$ cat config.mk
export PLATFORM = sky130hd
export DESIGN_NAME = ddr4_cmd_responder
export DESIGN_NICKNAME = d
export VERILOG_FILES = /design/src/rtl/ddr4_cmd_responder.sv
export SDC_FILE = /design/constraint.sdc
export NUM_CORES = 1
export LEC_CHECK = 0
export ABC_AREA = 1
export CAP_MARGIN = 40
export CORE_UTILIZATION = 35
export DETAILED_ROUTE_END_ITERATION = 12
export GPL_TIMING_DRIVEN = 1
export MAX_ROUTING_LAYER = met4
export REMOVE_ABC_BUFFERS = 1
export SLEW_MARGIN = 25
export SYNTH_ARGS = -nofsm -noshare
export SYNTH_HDL_FRONTEND = slang
export SYNTH_SLANG_ARGS = --single-unit
$ cat constraint.sdc
create_clock -name CK_t -period 2 [get_ports CK_t]
set_input_delay 0.4 -clock CK_t [delete_from_list [all_inputs] [get_ports CK_t]]
set_output_delay 0.4 -clock CK_t [all_outputs]
set_load 0.02 [all_outputs]
$ cat src/rtl/ddr4_cmd_responder.sv
// DDR4 command decoder with per-bank open tracking, protocol checks and
// read/write DQ window timing driven from a latency shift pipeline.
module ddr4_cmd_responder #(
  parameter int AL_CYC  = 0,
  parameter int CL_CYC  = 11,
  parameter int CWL_CYC = 9
) (
  input  logic        CK_t,
  input  logic        reset,
  input  logic        cs_n,
  input  logic        act_n,
  input  logic        RAS_n_A16,
  input  logic        CAS_n_A15,
  input  logic        WE_n_A14,
  input  logic        A17,
  input  logic        A13,
  input  logic        A12_BC_n,
  input  logic        A11,
  input  logic        A10_AP,
  input  logic [1:0]  bg_addr,
  input  logic [1:0]  ba_addr,
  input  logic [9:0]  A9_A0,
  output logic        cmd_valid,
  output logic [3:0]  cmd_code,
  output logic [3:0]  cmd_bank,
  output logic [17:0] cmd_row,
  output logic [9:0]  cmd_col,
  output logic [15:0] bank_open,
  output logic        rd_dq_en,
  output logic        wr_dq_en,
  output logic        proto_err,
  output logic [2:0]  err_code
);

  localparam int RL    = AL_CYC + CL_CYC;
  localparam int WL    = AL_CYC + CWL_CYC;
  localparam int DEPTH = 48;

  typedef enum logic [3:0] {
    C_ACT  = 4'd0,
    C_RD   = 4'd1,
    C_RDA  = 4'd2,
    C_WR   = 4'd3,
    C_WRA  = 4'd4,
    C_PRE  = 4'd5,
    C_PREA = 4'd6,
    C_REF  = 4'd7,
    C_MRS  = 4'd8,
    C_ZQC  = 4'd9,
    C_RFU  = 4'd15
  } cmd_e;

  logic             dec_v;
  cmd_e             dec_code;
  logic [3:0]       bnk;
  logic [17:0]      row;
  logic             is_rd;
  logic             is_wr;
  logic [2:0]       err;
  logic             ok;
  logic [2:0]       gap;
  logic [2:0]       gap_nx;
  logic [15:0]      open_nx;

  logic [DEPTH-1:0]      rd_sr, rd_nx;
  logic [DEPTH-1:0]      wr_sr, wr_nx;
  logic [DEPTH-1:0]      rap_v, rap_v_nx;
  logic [DEPTH-1:0]      wap_v, wap_v_nx;
  logic [DEPTH-1:0][3:0] rap_b, rap_b_nx;
  logic [DEPTH-1:0][3:0] wap_b, wap_b_nx;

  assign bnk = {bg_addr, ba_addr};
  assign row = {A17, RAS_n_A16, CAS_n_A15, WE_n_A14,
                A13, A12_BC_n, A11, A10_AP, A9_A0};

  always_comb begin
    dec_v    = 1'b0;
    dec_code = C_RFU;
    if (!cs_n) begin
      dec_v = 1'b1;
      if (!act_n) begin
        dec_code = C_ACT;
      end else begin
        unique case ({RAS_n_A16, CAS_n_A15, WE_n_A14})
          3'b000: dec_code = C_MRS;
          3'b001: dec_code = C_REF;
          3'b010: dec_code = A10_AP ? C_PREA : C_PRE;
          3'b011: dec_code = C_RFU;
          3'b100: dec_code = A10_AP ? C_WRA : C_WR;
          3'b101: dec_code = A10_AP ? C_RDA : C_RD;
          3'b110: dec_code = C_ZQC;
          3'b111: dec_v    = 1'b0;
        endcase
      end
    end
  end

  assign is_rd = dec_code inside {C_RD, C_RDA};
  assign is_wr = dec_code inside {C_WR, C_WRA};

  // Checks use the registered bank state, before any same-cycle auto-close.
  always_comb begin
    err = 3'd0;
    if (dec_v) begin
      case (dec_code)
        C_ACT:
          if (bank_open[bnk]) err = 3'd1;
        C_RD, C_RDA, C_WR, C_WRA:
          if (!bank_open[bnk])    err = 3'd2;
          else if (gap < 3'd4)    err = 3'd5;
        C_REF, C_MRS, C_ZQC:
          if (|bank_open) err = 3'd3;
        C_RFU:
          err = 3'd4;
        default: ;
      endcase
    end
  end

  assign ok = dec_v && (err == 3'd0);

  always_comb begin
    gap_nx = (gap == 3'd4) ? 3'd4 : gap + 3'd1;
    if (ok && (is_rd || is_wr)) gap_nx = 3'd1;
  end

  // A burst at index RL-1 reaches bit 0 exactly RL edges later.
  always_comb begin
    rd_nx    = rd_sr >> 1;
    wr_nx    = wr_sr >> 1;
    rap_v_nx = rap_v >> 1;
    wap_v_nx = wap_v >> 1;
    rap_b_nx = rap_b >> 4;
    wap_b_nx = wap_b >> 4;
    if (ok && is_rd) begin
      rd_nx[RL+2 -: 4] = 4'hF;
      if (dec_code == C_RDA) begin
        rap_v_nx[RL+3] = 1'b1;
        rap_b_nx[RL+3] = bnk;
      end
    end
    if (ok && is_wr) begin
      wr_nx[WL+2 -: 4] = 4'hF;
      if (dec_code == C_WRA) begin
        wap_v_nx[WL+3] = 1'b1;
        wap_b_nx[WL+3] = bnk;
      end
    end
  end

  always_comb begin
    open_nx = bank_open;
    if (rap_v[0]) open_nx[rap_b[0]] = 1'b0;
    if (wap_v[0]) open_nx[wap_b[0]] = 1'b0;
    if (ok) begin
      case (dec_code)
        C_ACT:   open_nx[bnk] = 1'b1;
        C_PRE:   open_nx[bnk] = 1'b0;
        C_PREA:  open_nx      = '0;
        default: ;
      endcase
    end
  end

  always_ff @(posedge CK_t) begin
    if (reset) begin
      cmd_valid <= 1'b0;
      cmd_code  <= '0;
      cmd_bank  <= '0;
      cmd_row   <= '0;
      cmd_col   <= '0;
      bank_open <= '0;
      rd_dq_en  <= 1'b0;
      wr_dq_en  <= 1'b0;
      proto_err <= 1'b0;
      err_code  <= '0;
      gap       <= 3'd4;
      rd_sr     <= '0;
      wr_sr     <= '0;
      rap_v     <= '0;
      wap_v     <= '0;
      rap_b     <= '0;
      wap_b     <= '0;
    end else begin
      cmd_valid <= dec_v;
      proto_err <= (err != 3'd0);
      if (dec_v) begin
        cmd_code <= dec_code;
        cmd_bank <= bnk;
        cmd_row  <= row;
        cmd_col  <= A9_A0;
      end
      if (err != 3'd0) err_code <= err;
      bank_open <= open_nx;
      rd_dq_en  <= rd_sr[0];
      wr_dq_en  <= wr_sr[0];
      gap       <= gap_nx;
      rd_sr     <= rd_nx;
      wr_sr     <= wr_nx;
      rap_v     <= rap_v_nx;
      wap_v     <= wap_v_nx;
      rap_b     <= rap_b_nx;
      wap_b     <= wap_b_nx;
    end
  end

endmodule
==> run_results.csv <==
group,metric,value,unit
sta,relSlewSlack,62.8,%
cts,clock_latency,0.50,ns
synthesis,ys_warn_count,0,
cells_and_area,final_area,10400,sq um
worst_hold_path,min_from,"A10_AP",
synthesis,synth-seq-cells,218,
cts,clockBufferDepth,3,
cells_and_area,n_fill_cell,2152,
floorplan,dieArea,22800,sq um
power_and_ir_drop,ir_drop,0.487,mV
placed_design,post-place-ws,-0.729,ns
worst_setup_path,r2r_cells,10,
drt,vias,6362,
floorplan,fp.dieW,151,um
worst_hold_path,min_to,"cmd_row[10]",
global_route,grt_usage,15.7,%
sta,tns,0,ns
global_route,antenna_found_initial,0,
worst_hold_path,hold_path.class,"in2reg",
drt,wl,17200,um
drt,final_antenna_net_count,0,
flow_run,cap_violations,0,
worst_setup_path,critPathLaunchType,"flip-flop",
cells_and_area,area_delta_synth_final,34.0,%
cells_and_area,antenna_cells,0,
drt,avgRoutedWirePerCell,11.7,um
power_and_ir_drop,p_comb_share,8.3,%
placed_design,port_buffers,84,
cts,cts_tree,"yes",
sta,worst_slew_pin_slew,0.558,ns
floorplan,io_pins,85,
floorplan,chipHeight,151,um
power_and_ir_drop,intPower,7.27,mW
worst_setup_path,worstPathRequired,2.43,ns
cts,clock_tree.root_cell,"clkbuf_16",
worst_setup_path,critical-path-top-delay-family,"simple AND/OR/NAND/NOR gates",
sta,whs,0.296,ns
synthesis,synth.avg_cell_area,7.58,sq um
worst_setup_path,reg2reg_from,"bank_open[11]",
synthesis,synth.yosys.seq_area_share,56.1,%
power_and_ir_drop,p_leak,4.47,nW
sta,fin_crit,1.93,ns
worst_setup_path,worstPathMaxFanout,5,
cts,cts_buffers,22,
sta,max_freq,0.518,GHz
drt,vias_per_cell,4.31,
worst_setup_path,slowest_stage,"dfxtp_4",
drt,drtIter0Drc,337,
power_and_ir_drop,clkPwrFrac,44.2,%
sta,drv_slew,0,
worst_setup_path,end_kind,"flip-flop",
power_and_ir_drop,seqPwrFrac,47.5,%
cts,ctsHoldBuffers,0,
worst_setup_path,path_buf_inv,1,
drt,dr.pass1.iters,5,
global_route,grt_max_degree,85,
synthesis,netlist_area,7780,sq um
worst_setup_path,criticalPathCategory,"reg2reg",
floorplan,rows,54,
sta,layout_setup_ws,0.0689,ns
cts,cts_max_level,1,
placed_design,gp_congestion,0.951,
worst_setup_path,r2r_slack,0.07,ns
power_and_ir_drop,p_sw_share,22.0,%
cts,path_clk_slew,0.06,ns
floorplan,start_util,35.7,%
cells_and_area,drive_gt1_share,17.3,%
worst_setup_path,path_cells,"nor4_4 -> nand4_1 -> a21oi_2 -> nand2_2 -> nor2_4 -> nand3_4 -> nor2_4 -> nand3_2 -> buf_6 -> nor2_1",
sta,hold_viol_final,0,
global_route,grt-ovfl-total,0,
synthesis,yosys.area.top_type,"dfxtp_1",
sta,final.setup_skew,0.0122,ns
placed_design,place_area,9430,sq um
worst_setup_path,reg2reg_to,"rap_b[59]",
synthesis,synth_cells,1026,
drt,drc,0,
cts,clkSinkCount,218,
sta,period_share,96.6,%
run_status,status,"finished, final reports clean",
power_and_ir_drop,p_switching,2.05,mW
worst_setup_path,arrival,2.36,ns
synthesis,synth.area.top_cells,"dfxtp_1, nor2_1, inv_1, nand2_1, o21ai_0",
worst_setup_path,critical_path.max_stage_delay,0.37,ns
worst_setup_path,cpMostUsedCell,"nor2_4",
sta,grt_setup_unrepaired,"true",
power_and_ir_drop,power.density,894,nW/um^2
worst_hold_path,hold-path-cell-count,4,
sta,setup_violations,0,
synthesis,post_synth_num_cell_types,33,
placed_design,dp_hpwl,12000,um
global_route,grt_first_pass_wirelength,27500,um
synthesis,synth.top_cell.area_share,56.1,%
global_route,grt_pass1_vias,5650,
cells_and_area,fin_nets,1212,
floorplan,coreArea,21800,sq um
worst max path at each step:
stage / start / to / cells after the start
floorplan: RAS_n_A16 / gap[2] / 9
global placement: ba_addr[0] / rap_b[56] / 18
detailed placement: ba_addr[0] / rap_b[58] / 18
CTS: act_n / rap_b[58] / 18
global route: bank_open[11] / rap_b[59] / 10
finish: bank_open[11] / rap_b[59] / 10
layer usage:
metal / up-vias / wire [um] / track usage (%) / part of all wire [%]
li1: 3357 / - / - / -
met1: 2835 / 8150 / 20.0 / 47
met2: 151 / 7810 / 25.2 / 45
met3: 19 / 1060 / 3.22 / 6.1
met4: 0 / 221 / 4.05 / 1.3
met5: - / 0 / - / 0
synth_stat cells, drive strengths merged:
master  count
nor3        3
o21a        2
nand3b      1
nand3      21
clkinv      1
dfxtp     218
ha          2
nand4      10
o21ai      64
clkbuf     28
o22ai       5
nor4        4
xor2        1
o211ai      2
nand2     137
a31oi       4
a211oi      3
nor2      251
a21oi      41
buf        15
o31ai       1
inv       212
state kept, by name, indices dropped and copies added, names as in the netlist, 4 cells and up:
name and count:
rap_b 60, wap_b 52, cmd_row 18, bank_open 16, rap_v 15, rd_sr 14, wap_v 13, wr_sr 12
cmd_bank 4, cmd_code 4
placed cells by master (no fill, tap or decap), drive strengths merged, types with 14 or more instances in the layout:
master | Yosys | final
nor2 | 251 | 251
dfxtp | 218 | 218
inv | 212 | 213
nand2 | 137 | 137
buf | 15 | 94
o21ai | 64 | 64
clkdlybuf4s50 | 0 | 60
a21oi | 41 | 41
clkbuf | 28 | 39
nand3 | 21 | 21
dlygate4sd2 | 0 | 14
worst reg2reg max path, stage by stage (launching register included):
cell     delay [ns]
dfxtp_4        0.37
nor4_4         0.30
nand4_1        0.23
a21oi_2        0.19
nand2_2        0.08
nor2_4         0.11
nand3_4        0.13
nor2_4         0.14
nand3_2        0.08
buf_6          0.16
nor2_1         0.07
stage by stage:
step | std cells | total power [mW] | utilization [%]
after floorplan | 983 | 4.82 | -
after global placement | 1431 | 5.26 | 43.2
after detailed placement | 1431 | 5.26 | 43.2
after CTS | 1470 | 9.42 | 46.7
after global routing | 1477 | 9.70 | 47.8
final | 1477 | 9.32 | 47.8
power groups by stage:
stage | registers, mW | clock network [mW] | logic, mW
floorplan | 4.60 | 0 | 0.218
global route | 4.43 | 4.43 | 0.845
global placement | 4.53 | 0 | 0.733
finish | 4.43 | 4.12 | 0.773
CTS | 4.43 | 4.24 | 0.741
detailed placement | 4.53 | 0 | 0.735
cell type report:
type	count	area (sq um)	share of cell area, %
sequential	218	4390	42.1
multi-input combinational	552	2580	24.8
timing repair buffer	177	1560	15.0
inverter	213	802	7.69
clock buffer	34	667	6.40
tap	280	350	3.36
clock inverter	3	67.6	0.648
logic make-up (layout without fill, tap and decap cells):
logic type,after synthesis,after routing,synth area share (%)
buffers and inverters,256,427,13.0
adder cells (fa/ha/maj),2,2,0.322
XOR/XNOR,1,1,0.113
AO/OA/AOI/OAI,122,122,8.39
flip-flops,218,218,56.1
AND/OR/NAND/NOR,427,427,22.1
what timing repair did:
item                       4_1_cts  5_1_grt
pin swaps                        3       17
gates resized for setup         32       82
gates cloned                     0        0
setup endpoints to repair       55       42
buffers inserted                 2        7
Note: power is estimated with default switching activity, not from simulation.
